--- src/rtl/exp2_fixed.sv ---
// Sequential fixed-point antilog y = 2^x. Optional round-half-up on right shifts: define EXP2_ROUND_EN.
// Latency: accept at edge 0, out_valid_o high after edge N+2; one result per N+4 cycles at full rate.
// Backpressure: out_valid_o/y_o/sat_o hold indefinitely until out_ready_i; in_ready_o is low while busy.
module exp2_fixed #(
    parameter int M = 2,
    parameter int N = 5   // legal range 1..16
) (
    input  logic         clk_i,
    input  logic         rstn_i,      // synchronous reset, active-high
    input  logic         in_valid_i,
    output logic         in_ready_o,
    input  logic [M+N:0] x_i,
    output logic         out_valid_o,
    input  logic         out_ready_i,
    output logic [M+N:0] y_o,
    output logic         sat_o
);

    localparam int W  = M + N + 1;
    localparam int RW = 22 + W + 1;   // holds acc shifted left below the saturation point, plus rounding carry
    localparam logic [21:0]  ONE  = 22'd1048576;   // 1.0 in Q2.20
    localparam logic [W-1:0] MAXV = '1;

    typedef enum logic [1:0] {IDLE, MUL, SHIFT, DONE} state_t;

    state_t       state, state_nxt;
    logic [M:0]   ip_q, ip_nxt;        // integer part of x (floor), signed
    logic [N-1:0] frac, frac_nxt;      // fraction bits, consumed MSB first
    logic [21:0]  acc, acc_nxt;        // running product, Q2.20, stays in [1,2)
    logic [4:0]   k, k_nxt;
    logic [W-1:0] y_nxt;
    logic         sat_nxt, ov_nxt, ir_nxt;
    logic [43:0]  prod;
    logic signed [31:0] sh;
    logic [31:0]  rs;
    logic [RW-1:0] r;

    // C[k] = 2^(2^-k) in Q2.20, truncated
    function automatic logic [21:0] c_tab(input logic [4:0] idx);
        case (idx)
            5'd1:    c_tab = 22'd1482910;
            5'd2:    c_tab = 22'd1246974;
            5'd3:    c_tab = 22'd1143480;
            5'd4:    c_tab = 22'd1095000;
            5'd5:    c_tab = 22'd1071536;
            5'd6:    c_tab = 22'd1059994;
            5'd7:    c_tab = 22'd1054269;
            5'd8:    c_tab = 22'd1051418;
            5'd9:    c_tab = 22'd1049996;
            5'd10:   c_tab = 22'd1049286;
            5'd11:   c_tab = 22'd1048930;
            5'd12:   c_tab = 22'd1048753;
            5'd13:   c_tab = 22'd1048664;
            5'd14:   c_tab = 22'd1048620;
            5'd15:   c_tab = 22'd1048598;
            5'd16:   c_tab = 22'd1048587;
            default: c_tab = ONE;
        endcase
    endfunction

    assign prod = 44'(acc) * 44'(c_tab(k));

    // State and datapath registers; reset drops any transaction in flight
    always_ff @(posedge clk_i) begin
        if (rstn_i) begin
            state       <= IDLE;
            ip_q        <= '0;
            frac        <= '0;
            acc         <= '0;
            k           <= '0;
            y_o         <= '0;
            sat_o       <= 1'b0;
            out_valid_o <= 1'b0;
            in_ready_o  <= 1'b0;
        end else begin
            state       <= state_nxt;
            ip_q        <= ip_nxt;
            frac        <= frac_nxt;
            acc         <= acc_nxt;
            k           <= k_nxt;
            y_o         <= y_nxt;
            sat_o       <= sat_nxt;
            out_valid_o <= ov_nxt;
            in_ready_o  <= ir_nxt;
        end
    end

    // Next-state and datapath: one table multiply per fraction bit, then one scaling shift
    always_comb begin
        state_nxt = state;
        ip_nxt    = ip_q;
        frac_nxt  = frac;
        acc_nxt   = acc;
        k_nxt     = k;
        y_nxt     = y_o;
        sat_nxt   = sat_o;
        ov_nxt    = out_valid_o;
        sh        = '0;
        rs        = '0;
        r         = '0;
        case (state)
            IDLE: begin
                if (in_valid_i && in_ready_o) begin
                    ip_nxt    = x_i[W-1:N];
                    frac_nxt  = x_i[N-1:0];
                    acc_nxt   = ONE;
                    k_nxt     = 5'd1;
                    state_nxt = MUL;
                end
            end
            MUL: begin
                if (frac[N-1]) acc_nxt = 22'(prod >> 20);
                frac_nxt = frac << 1;
                k_nxt    = k + 5'd1;
                if (k == 5'(N)) state_nxt = SHIFT;
            end
            SHIFT: begin
                sh = 32'($signed(ip_q)) + 32'(N) - 32'sd20;
                if (sh >= 0) begin
                    // acc >= 1.0, so any shift reaching bit W overflows regardless of acc
                    if (sh >= 32'(W) - 32'sd20) r = '1;
                    else                        r = RW'(acc) << sh;
                end else begin
                    rs = 32'(-sh);
                    if (rs >= 32'd22) begin
                        r = '0;   // below half an LSB even after rounding
                    end else begin
`ifdef EXP2_ROUND_EN
                        r = (RW'(acc) + (RW'(1) << (rs - 32'd1))) >> rs;
`else
                        r = RW'(acc) >> rs;
`endif
                    end
                end
                sat_nxt   = (r > RW'(MAXV));
                y_nxt     = sat_nxt ? MAXV : r[W-1:0];
                state_nxt = DONE;
            end
            DONE: begin
                if (out_valid_o && out_ready_i) begin
                    ov_nxt    = 1'b0;
                    state_nxt = IDLE;
                end else begin
                    ov_nxt    = 1'b1;
                end
            end
            default: state_nxt = IDLE;
        endcase
        ir_nxt = (state_nxt == IDLE);
    end

endmodule

--- config.mk ---
export PLATFORM = sky130hd
export DESIGN_NAME = exp2_fixed
export DESIGN_NICKNAME = d
export VERILOG_FILES = /design/src/rtl/exp2_fixed.sv
export SDC_FILE = /design/constraint.sdc
export NUM_CORES = 1
export LEC_CHECK = 0
export CAP_MARGIN = 5
export CORE_ASPECT_RATIO = 1.1
export CORE_MARGIN = 1.5
export CORE_UTILIZATION = 45
export DETAILED_ROUTE_END_ITERATION = 12
export PLACE_DENSITY = 0.69
export REMOVE_ABC_BUFFERS = 1
export SYNTH_ARGS = -nofsm -noshare
export SYNTH_HDL_FRONTEND = slang
export SYNTH_SLANG_ARGS = --single-unit
--- constraint.sdc ---
create_clock -name clk_i -period 8 [get_ports clk_i]
set_input_delay 0.8 -clock clk_i [delete_from_list [all_inputs] [get_ports clk_i]]
set_output_delay 0.8 -clock clk_i [all_outputs]
set_load 0.02 [all_outputs]
== After elaboration in Yosys (flattened, before gate mapping) ==
Memory sizes are Yosys's and may differ from the RTL's. A register that Yosys moved wholly into a read port is not among the register bits.
Index checks and enable logic that the tools add are counted.

* Register bits: 48
* ROM bits: 608
* Input port bits: 12
* Output and inout port bits: 11
* Word-level logic and storage cells: 54
* Memories kept: 1

{| class="wikitable"
|+ Memories
! memory !! depth !! bits a word !! read ports !! clocked after Yosys merged registers in !! wr ports !! line !! RTL
|-
| (no name shown) || 32 || 19 || 1 || 1 || 0 || 40 || <nowiki>case (idx)</nowiki>
|}

* Add/sub/neg operators: 4
* Multiply operators: 1
* $lt $le $gt $ge: 4
* Equality and inequality tests: 6
* Shifts and indexed selects: 2
* Muxes and demuxes: 19
* Reductions and logical operators: 8

{| class="wikitable"
|+ Operators with widths
! kind !! count
|-
| $mux W31 || 4
|-
| $mux W22 || 2
|-
| $pmux W22 S2 || 1
|-
| $mul A22 B22 Y42 || 1
|-
| $ge A32 B5 Y1 const B || 1
|-
| $neg A7 Y32 || 1
|-
| $shl A22 B32 Y31 || 1
|-
| $shr A22 B32 Y31 || 1
|-
| $gt A31 B8 Y1 const B || 1
|-
| $mux W5 || 4
|-
| $pmux W5 S2 || 2
|-
| $mux W8 || 1
|-
| $pmux W2 S4 || 1
|-
| $ge A7 B1 Y1 const B || 1
|-
| $ge A7 B5 Y1 const B || 1
|-
| $sub A5 B6 Y7 const B || 1
|-
| $mux W2 || 3
|-
| $add A3 B4 Y5 const B || 1
|-
| $add A5 B1 Y5 const B || 1
|-
| $eq A5 B3 Y1 const B || 1
|-
| $eq A2 B2 Y1 const B || 2
|-
| $logic_not A2 Y1 || 2
|-
| $ne A2 B2 Y1 const B || 2
|-
| $reduce_and A2 Y1 || 2
|-
| 5 further kinds || 6
|}

== Logic depth before layout (Yosys ltp) ==
Gate-level depths: netlist of the first run.

* Depth in word-level cells: 9
* Depth in mapped cells: 26
* Depth with buffers taken out: 25

== Worst setup path after synthesis of the first run ==
OpenSTA, ideal clock, no wires.

* Path kind: register to register
* Start: register acc[20]
* End: register acc[20]
* Setup time: 133 ps
* Arrival: 6511 ps
* Required time: 7867 ps
* Setup slack: 1356 ps
* Cell stages (with the launch flop): 24
* Path buffers: 2
* Period minus slack after synthesis: 6644 ps
* Cells stage by stage: dfxtp_1 clkbuf_1 clkbuf_1 nand2_1 fa_1 fa_1 fa_1 inv_1 fa_1 fa_1 fa_1 inv_1 fa_1 inv_1 ha_1 a21o_1 a21o_1 a21oi_1 nand2_1 o31ai_2 a21oi_1 a21o_1 a2111oi_0 nor4_1

* Word-level cells in the longest chain between the ends: 3

{| class="wikitable"
|+ RTL lines
! element !! line !! RTL
|-
| start: declaration || 29 || <nowiki>logic [21:0] acc, acc_nxt;</nowiki>
|-
| start signal: assignment || 79 || <nowiki>acc <= acc_nxt;</nowiki>
|-
| $mul A22 B22 Y42 || 61 || <nowiki>assign prod = 44'(acc) * 44'(c_tab(k));</nowiki>
|-
| $mux W22 || 112 || <nowiki>if (frac[N-1]) acc_nxt = 22'(prod >> 20);</nowiki>
|-
| $pmux W22 S2 || 101 || <nowiki>case (state)</nowiki>
|}

Every way passes these cells. The select of a mux whose other input is x is not followed.
A chain may end at the register's enable or synchronous reset.

== Final worst setup path of the first run ==
* Start: register acc[11]
* End: register acc[20]

Same word-level chain as after synthesis.

==> impl_metrics.ini, run 1 <==
[status]
status = finished, final reports clean

[routing]
drtPass1Iterations = 5
drtIter0Drc = 954
wirelength_mm = 44.6
drc = 0
wire_per_inst_um = 17.7
viasPerCell = 5.42
vias = 13700
antenna_left = 0

[layout]
fillers = 3667
areaGrowthSynthToFinish_pct = 5.88
layout.nets = 2544
n_antenna_cell = 0
design_area_um2 = 18900
layout-drive-gt1-share_pct = 4.78
ff_latch_area_um2 = 1340
multi_input_area_um2 = 14400

[clock_network]
holdBufCountCts = 0
cts.htree.levels = 3
cts_tree = built
post_cts_resized = 0
insertion_delay_ns = 0.34
post_cts_buffers = 0
cts_max_path_buffers = 2
cts.sinks = 67
numCtsBuffers = 9
root_buffer = clkbuf_16
clkTransAtPathRegs_ns = 0.06

[placed_design]
dp_hpwl_mm = 34.8
gp_congestion = 0.944
dpl_cell_area_um2 = 18600
port-buffer-count = 22

[timing]
relSlewSlack_pct = 34.9
finalSetupViolations = 0
worst-slew-pin-transition_ns = 0.974
tns_ns = 0
min_period_ns = 7.44
rsz0062_at_grt = no
fmax_ghz = 0.134
fin_skew_ns = 0.00615
fin_crit_sh_pct = 92.9
final-max-slew-violation-count = 0
hold_viol_final = 0

[logic_synthesis]
ys_seq_elements = 67
synth_area_um2 = 17800
yosys_warnings = 0
synth.area.top_cells = fa_1, ha_1, inv_1
postSynth.asyncResetShare_pct = 0
yosysSeqAreaShare_pct = 7.52
syn_inst = 2035
synth_area_per_cell_um2 = 8.77
synth_top_area_cell = fa_1
synthFlopType = dfxtp_1
synth_edf_count = 0
netlist_top_cells_count = inv_1, fa_1, nand2_1
yosysUniqueCellTypes = 66
synth_top_cell_area_share_pct = 39.8
yosysMostFrequentCell = inv_1

[die]
num_io_pins = 23
dieArea_um2 = 40800
rows = 76
core_area_um2 = 39100
die_w_um = 193
die_h_um = 212
start_util_pct = 45.6

[global_routing]
grt_pass1_wl_mm = 74.2
grt_overflow = 0
grt_use_total_pct = 23.3
antenna_found_initial = 2
grt_pass1_vias = 14500
grt_max_degree = 41

[power]
ir_drop_mv = 0.103
p_leak_nw = 9.73
power.density_nw_per_um2 = 50.3

[worst_setup_path]
worst_ep_required_time_ns = 8.20
critPathLaunchType = flop
worstPathArrival_ns = 7.64
r2r_cells = 22
timing.rr.start = acc[11]
endpoint_kind = flop
worstPathMaxFanout = 19
path_class = flop to flop
r2r-end = acc[20]
reg2reg_slack_ns = 0.56

[min_path]
min_to = ip_q[1]
holdCritPathClass = flop to flop
hp-start = ip_q[1]
whs_path_depth = 2

[run]
max_cap_viol_count = 0
[final cells by class]
type | count | area share, %
sequential | 67 | 7.10
multi-input combinational | 1427 | 76.4
inverter | 432 | 8.59
tap | 507 | 3.36
clock inverter | 7 | 0.364
clock buffer | 9 | 1.19
timing repair buffer | 68 | 2.99
[through the flow]
step / hold WS [ns] / util (%) / instances / setup WS (ns) / power [mW]
6_report: 0.486 / 48.3 / 2517 / 0.564 / 0.950
5_1_grt: 0.510 / 48.3 / 2517 / 0.189 / 0.982
4_1_cts: 0.492 / 48.3 / 2517 / 0.550 / 0.950
3_5_place_dp: 0.481 / 47.6 / 2501 / 0.562 / 0.560
3_3_place_gp: 0.481 / 47.6 / 2501 / 0.648 / 0.557
2_1_floorplan: 0.460 / - / 1926 / 1.36 / 0.474
[cell usage in the layout, fill, tap and decap left out, types with 7 or more instances in the layout]
cell type        instances
mux4_2                  19
a21oi_1                 61
xor2_1                  12
mux2i_1                  7
o211ai_1                 7
a21o_1                  20
nand4_1                 10
clkdlybuf4s50_1         22
a22oi_1                 12
nor2_1                  89
buf_4                   46
o21ai_0                 20
inv_1                  428
ha_1                   172
xnor2_1                 17
nor2b_1                  8
dfxtp_1                 67
fa_1                   355
clkbuf_16                9
nand2_1                280
a22o_1                  12
nand3_1                 15
and2_1                 195
nor3_1                  26
[how the worst max path moves through the flow]
stage	start	to	cells after the start
after detailed placement	flop	acc[20]	22
after global placement	flop	acc[21]	24
after global routing	flop	acc[15]	24
final	acc[11]	acc[20]	22
after CTS	flop	acc[20]	22
after floorplan	acc[6]	acc[20]	23
[cell families (layout without fill, tap and decap cells)]
kind of cell             after synthesis  count (layout)  synth area share [%]
XOR/XNOR                              29              29                  1.42
AO/OA/AOI/OAI                        186             186                  6.93
multiplexers                          28              28                  2.92
adder cells (fa/ha/maj)              527             527                  51.9
AND/OR/NAND/NOR                      657             657                  17.7
flip-flops                            67              67                  7.52
buffers and inverters                541             516                  11.6
[critical path: stages, from the launching register on]
cell       delay, ns
dfxtp_1         0.92
and2_1          0.27
fa_1            0.43
fa_1            0.53
inv_1           0.06
fa_1            0.52
inv_1           0.05
fa_1            0.51
fa_1            0.44
fa_1            0.57
inv_1           0.07
fa_1            0.54
inv_1           0.04
ha_1            0.32
and2_1          0.19
and3_1          0.19
a21oi_1         0.13
nor3b_1         0.09
o31ai_2         0.47
a21oi_1         0.18
a21o_1          0.23
a2111oi_0       0.42
nor4_1          0.10
[per-layer routing]
| layer | up-vias | wire length, µm | track usage [%] |
|---|---|---|---|
| met1 | 7016 | 18200 | 30.0 |
| met2 | 409 | 22400 | 40.3 |
| met4 | 2 | 1410 | 7.54 |
| li1 | 6123 | - | - |
| met3 | 101 | 2550 | 3.08 |
| met5 | - | 17 | 0 |
[where the power goes]
part / internal [mW] / switching [mW] / total (mW)
clock: 0.240 / 0.155 / 0.395
sequential: 0.347 / 0.0458 / 0.393
combinational: 0.0564 / 0.106 / 0.162
total: 0.643 / 0.307 / 0.950
Power figures use the tool's default switching activity.
==> inputs of run 2 (changes only) <==
==> constraint.sdc (replaced) <==
create_clock -name clk_i -period 8.1 [get_ports clk_i]
set_input_delay 0.81 -clock clk_i [delete_from_list [all_inputs] [get_ports clk_i]]
set_output_delay 0.81 -clock clk_i [all_outputs]
set_load 0.02 [all_outputs]
==> run 2 against run 1 <==
Compared with the run above:
- worst setup slack improved by 0.029 ns
- clock power rose by 24%
- wire length fell by 1.0%
- clock skew rose by 0.00063 ns
- core utilization rose by 0.21 points
- critical path type unchanged
- critical endpoint unchanged
- largest cell class unchanged
- highest routed layer is now met4
==> impl_metrics.ini, run 2 (synthesis gave the netlist of run 1 again) <==
[timing]
rsz0062_at_grt = no
fmax_ghz = 0.133
worst_slack_ns = 0.593
final-max-slew-violation-count = 0
tns_ns = 0
worst-slew-pin-transition_ns = 0.977
hold_viol_final = 0
fin_crit_sh_pct = 92.7
finalSetupViolations = 0
relSlewSlack_pct = 34.8
fin_skew_ns = 0.00678
timing.hold.ws_ns = 0.488
min_period_ns = 7.51

[power]
swShare_pct = 28.8
power.share.clock_pct = 47.0
pwr-share-seq_pct = 37.2
power.density_nw_per_um2 = 55.1
intPower_mw = 0.743
p_leak_nw = 9.77
power_frac_comb_pct = 15.8
power.switching_mw = 0.301
ir_drop_mv = 0.109

[placed_design]
gp_congestion = 0.930
preCtsSetupSlack_ns = 0.711
port-buffer-count = 22
dpl_cell_area_um2 = 18600
dp_hpwl_mm = 35.5

[die]
num_io_pins = 23
start_util_pct = 45.6
core_area_um2 = 39100
die_h_um = 212
dieArea_um2 = 40800
die_w_um = 193
rows = 76

[clock_network]
root_buffer = clkbuf_16
cts_tree = built
post_cts_resized = 0
clkTransAtPathRegs_ns = 0.06
insertion_delay_ns = 0.33
cts.sinks = 67
holdBufCountCts = 0
numCtsBuffers = 9
post_cts_buffers = 0
cts_max_path_buffers = 2
cts.htree.levels = 3

[worst_setup_path]
worstPathArrival_ns = 7.71
cp_common_cell = fa_1
path_class = flop to flop
endpoint_kind = flop
critPathLaunchType = flop
worst_ep_required_time_ns = 8.30
worst_path_max_delay_cell = dfxtp_1
crit_chain = buf_4, and2_1, fa_1, inv_1, fa_1, fa_1, inv_1, fa_1, fa_1, fa_1, inv_1, fa_1, inv_1, ha_1, a21o_1, a21o_1, a21oi_1, nand2_1, o31ai_2, a21oi_1, a21o_1, a2111oi_0, nor4_1
cp_slowest_stage_delay_ns = 0.81
worstPathMaxFanout = 15
worst-path-buf-inv = 5
path_delay_family = adder cells

[layout]
final_cell_mix = inv_1, fa_1, nand2_1
areaGrowthSynthToFinish_pct = 6.34
n_antenna_cell = 0
layout.nets = 2544
layout_commonest_cell = inv_1
layout-drive-gt1-share_pct = 4.78
design_area_um2 = 19000

[routing]
wirelength_mm = 44.1
drc = 0
drtPass1Iterations = 5
vias = 13500
wire_per_inst_um = 17.5
antenna_left = 0
viasPerCell = 5.35
drtIter0Drc = 844

[global_routing]
grt_max_degree = 41
grt_use_total_pct = 23.2
grt_overflow = 0
antenna_found_initial = 0
grt_pass1_vias = 14600
grt_pass1_wl_mm = 74.1

[run]
max_cap_viol_count = 0

[status]
status = finished, final reports clean

[min_path]
holdCritPathClass = flop to flop
[run 2: path summary, 6_finish.rpt]
path                               from      end  slack (ns)  cells past startpoint
worst max-delay path            acc[10]  acc[20]        0.59                     23
worst min register to register  ip_q[1]  ip_q[1]        0.49                      2
worst min-delay path            ip_q[1]  ip_q[1]        0.49                      2
worst max register to register  acc[10]  acc[20]        0.59                     23
[run 2: per-layer routing]
layer / global-route usage, % / wire [µm]
met1: 29.4 / 18100
met2: 40.6 / 22500
met3: 2.55 / 2000
met4: 8.13 / 1620
met5: 0 / 0
[run 2: worst reg2reg max path, stage by stage, from the launching register on]
cell and delay (ns):
dfxtp_1 0.81, buf_4 0.34, and2_1 0.18, fa_1 0.42, inv_1 0.09, fa_1 0.42
fa_1 0.51, inv_1 0.05, fa_1 0.46, fa_1 0.53, fa_1 0.57, inv_1 0.07
fa_1 0.54, inv_1 0.04, ha_1 0.35, a21o_1 0.19, a21o_1 0.17, a21oi_1 0.20
nand2_1 0.09, o31ai_2 0.39, a21oi_1 0.18, a21o_1 0.23, a2111oi_0 0.45, nor4_1 0.11
[run 2: final cells by class]
| class | count | area [µm²] |
|---|---|---|
| clock buffer | 10 | 239 |
| clock inverter | 6 | 136 |
| fill | 3641 | 20100 |
| inverter | 432 | 1620 |
| multi-input combinational | 1427 | 14400 |
| sequential | 67 | 1340 |
| tap | 507 | 634 |
| timing repair buffer | 68 | 566 |
[run 2: power by group through the flow]
stage	logic (mW)	clock network, mW	registers, mW
finish	0.165	0.491	0.389
global route	0.180	0.515	0.392
CTS	0.164	0.496	0.388
detailed placement	0.163	0	0.395
global placement	0.161	0	0.394
floorplan	0.0830	0	0.385
[run 2: through the flow]
stage	std cells	total power, mW	util, %
4_1_cts	2517	1.05	48.5
3_5_place_dp	2501	0.558	47.6
3_3_place_gp	2501	0.555	47.6
6_report	2517	1.04	48.5
5_1_grt	2517	1.09	48.5
2_1_floorplan	1926	0.468	-
==> inputs of run 3 (changes only) <==
--- a/config.mk
+++ b/config.mk
@@ -11,7 +11,6 @@
 export CORE_UTILIZATION = 45
 export DETAILED_ROUTE_END_ITERATION = 12
 export PLACE_DENSITY = 0.69
-export REMOVE_ABC_BUFFERS = 1
 export SYNTH_ARGS = -nofsm -noshare
 export SYNTH_HDL_FRONTEND = slang
 export SYNTH_SLANG_ARGS = --single-unit
==> run 3 against run 2 <==
Compared with the run above:
- clock skew about the same
- wire length increased by 3.8%
- non-clock buffer count decreased by 2
- global-route usage increased by 0.79 points
- sequential cell count unchanged
- die area unchanged
- maximum frequency increased by 0.49%
- cell count about the same
- clock power decreased by 19%
- via count increased by 0.85%
- first-iteration DRC count decreased by 5.7%
- critical path depth decreased by 1
- largest cell class unchanged
- highest routed layer unchanged
==> impl_metrics.ini, run 3 (synthesis gave the netlist of run 1 again) <==
[status]
status = finished, final reports clean

[placed_design]
dpl_cell_area_um2 = 18600
dp.cells = 2499
port-buffer-count = 22
gp_congestion = 0.927
dp_hpwl_mm = 36.5
preCtsSetupSlack_ns = 0.693

[timing]
tns_ns = 0
timing.hold.ws_ns = 0.498
min_period_ns = 7.47
fmax_ghz = 0.134
finalSetupViolations = 0
rsz0062_at_grt = no
hold_viol_final = 0
relSlewSlack_pct = 21.4
final-max-slew-violation-count = 0
fin_crit_sh_pct = 92.2
worst-slew-pin-transition_ns = 1.18
fin_skew_ns = 0.00717
worst_slack_ns = 0.630

[min_path]
holdCritPathClass = flop to flop
whs_path_depth = 2
hp-start = frac[1]
min_to = frac[1]

[worst_setup_path]
reg2reg_slack_ns = 0.63
endpoint_kind = flop
worstPathArrival_ns = 7.67
critPathLaunchType = flop
r2r-end = acc[20]
worst_ep_required_time_ns = 8.30
r2r_cells = 22
path_class = flop to flop
worstPathMaxFanout = 22

[global_routing]
busiest_layer = met2
grt_overflow = 0
grt.met2_usage_pct = 41.5
grt_pass1_vias = 14900
grt_util_met1_pct = 31.0
antenna_found_initial = 0
grt_use_total_pct = 23.9
met3_usage_pct = 2.22
grt_max_degree = 41
grt_pass1_wl_mm = 75.8

[clock_network]
cts.sinks = 67
clkTransAtPathRegs_ns = 0.06
cts_tree = built
cts.htree.levels = 3
holdBufCountCts = 0
root_buffer = clkbuf_16
post_cts_buffers = 0
post_cts_resized = 0
cts_max_path_buffers = 2
numCtsBuffers = 9
insertion_delay_ns = 0.33

[routing]
wire_per_inst_um = 18.2
drtPass1Iterations = 5
drc = 0
drtIter0Drc = 796
vias = 13600
viasPerCell = 5.40
antenna_left = 0
wirelength_mm = 45.8

[die]
num_io_pins = 23
dieArea_um2 = 40800
die_w_um = 193
core_area_um2 = 39100
die_h_um = 212
rows = 76
start_util_pct = 45.6

[layout]
layout.nets = 2542
n_antenna_cell = 0
layout_commonest_cell = inv_1
areaGrowthSynthToFinish_pct = 5.98
design_area_um2 = 18900
final-instance-count-excl-fill = 2515
final_cell_mix = inv_1, fa_1, nand2_1
utilization_pct = 48.4
layout-drive-gt1-share_pct = 4.68

[power]
ir_drop_mv = 0.102
total_power_mw = 0.955
power.density_nw_per_um2 = 50.5
p_leak_nw = 9.73

[run]
max_cap_viol_count = 0

[logic_synthesis]
syn-num-nets = 2574
==> run 3: changes by cell type in the layout (fill, tap and decap cells not counted) <==
cell and change:
clkinv_4 +1, buf_12 +2, clkinvlp_4 -1, buf_4 -4
inv_6 +2, clkinv_2 +2, clkbuf_8 -1, bufinv_16 -3
==> run 3: worst max path at each step <==
stage                     depth (start not counted)  endpoint  slack, ns
after CTS                                        24   acc[21]       0.67
after global placement                           23   acc[20]       0.82
after global routing                             23   acc[20]       0.23
after detailed placement                         24   acc[21]       0.69
final                                            22   acc[20]       0.63
after floorplan                                  23   acc[20]       1.46
==> run 3: worst max-delay path, stage by stage, from the launching register on <==
cell	delay (ns)
dfxtp_1	1.03
and2_1	0.27
fa_1	0.42
inv_1	0.08
fa_1	0.43
fa_1	0.51
inv_1	0.05
fa_1	0.48
fa_1	0.53
fa_1	0.55
inv_1	0.06
fa_1	0.55
inv_1	0.05
ha_1	0.33
and2_1	0.18
and3_1	0.20
a21oi_1	0.13
nor3b_1	0.09
o31ai_2	0.44
a21oi_1	0.16
a21o_1	0.23
a2111oi_0	0.44
nor4_1	0.10
==> run 3: cell type report <==
| class | instances | area (µm²) |
|---|---|---|
| Clock buffer | 9 | 225 |
| Clock inverter | 7 | 75.1 |
| Fill cell | 3693 | 20200 |
| Inverter | 432 | 1620 |
| Multi-Input combinational cell | 1427 | 14400 |
| Sequential cell | 67 | 1340 |
| Tap cell | 507 | 634 |
| Timing Repair Buffer | 66 | 576 |
==> run 3: power breakdown <==
group / switching (mW) / internal [mW]
combinational: 0.111 / 0.0579
clock: 0.157 / 0.240
sequential: 0.0455 / 0.343
total: 0.314 / 0.641
==> run 3: metal layers <==
metal	routed length, µm	share of wire, %	vias to the layer above
li1	-	-	6127
met1	18700	41	6961
met2	23000	50	401
met3	2410	5.3	89
met4	1690	3.7	0
met5	0	0	-
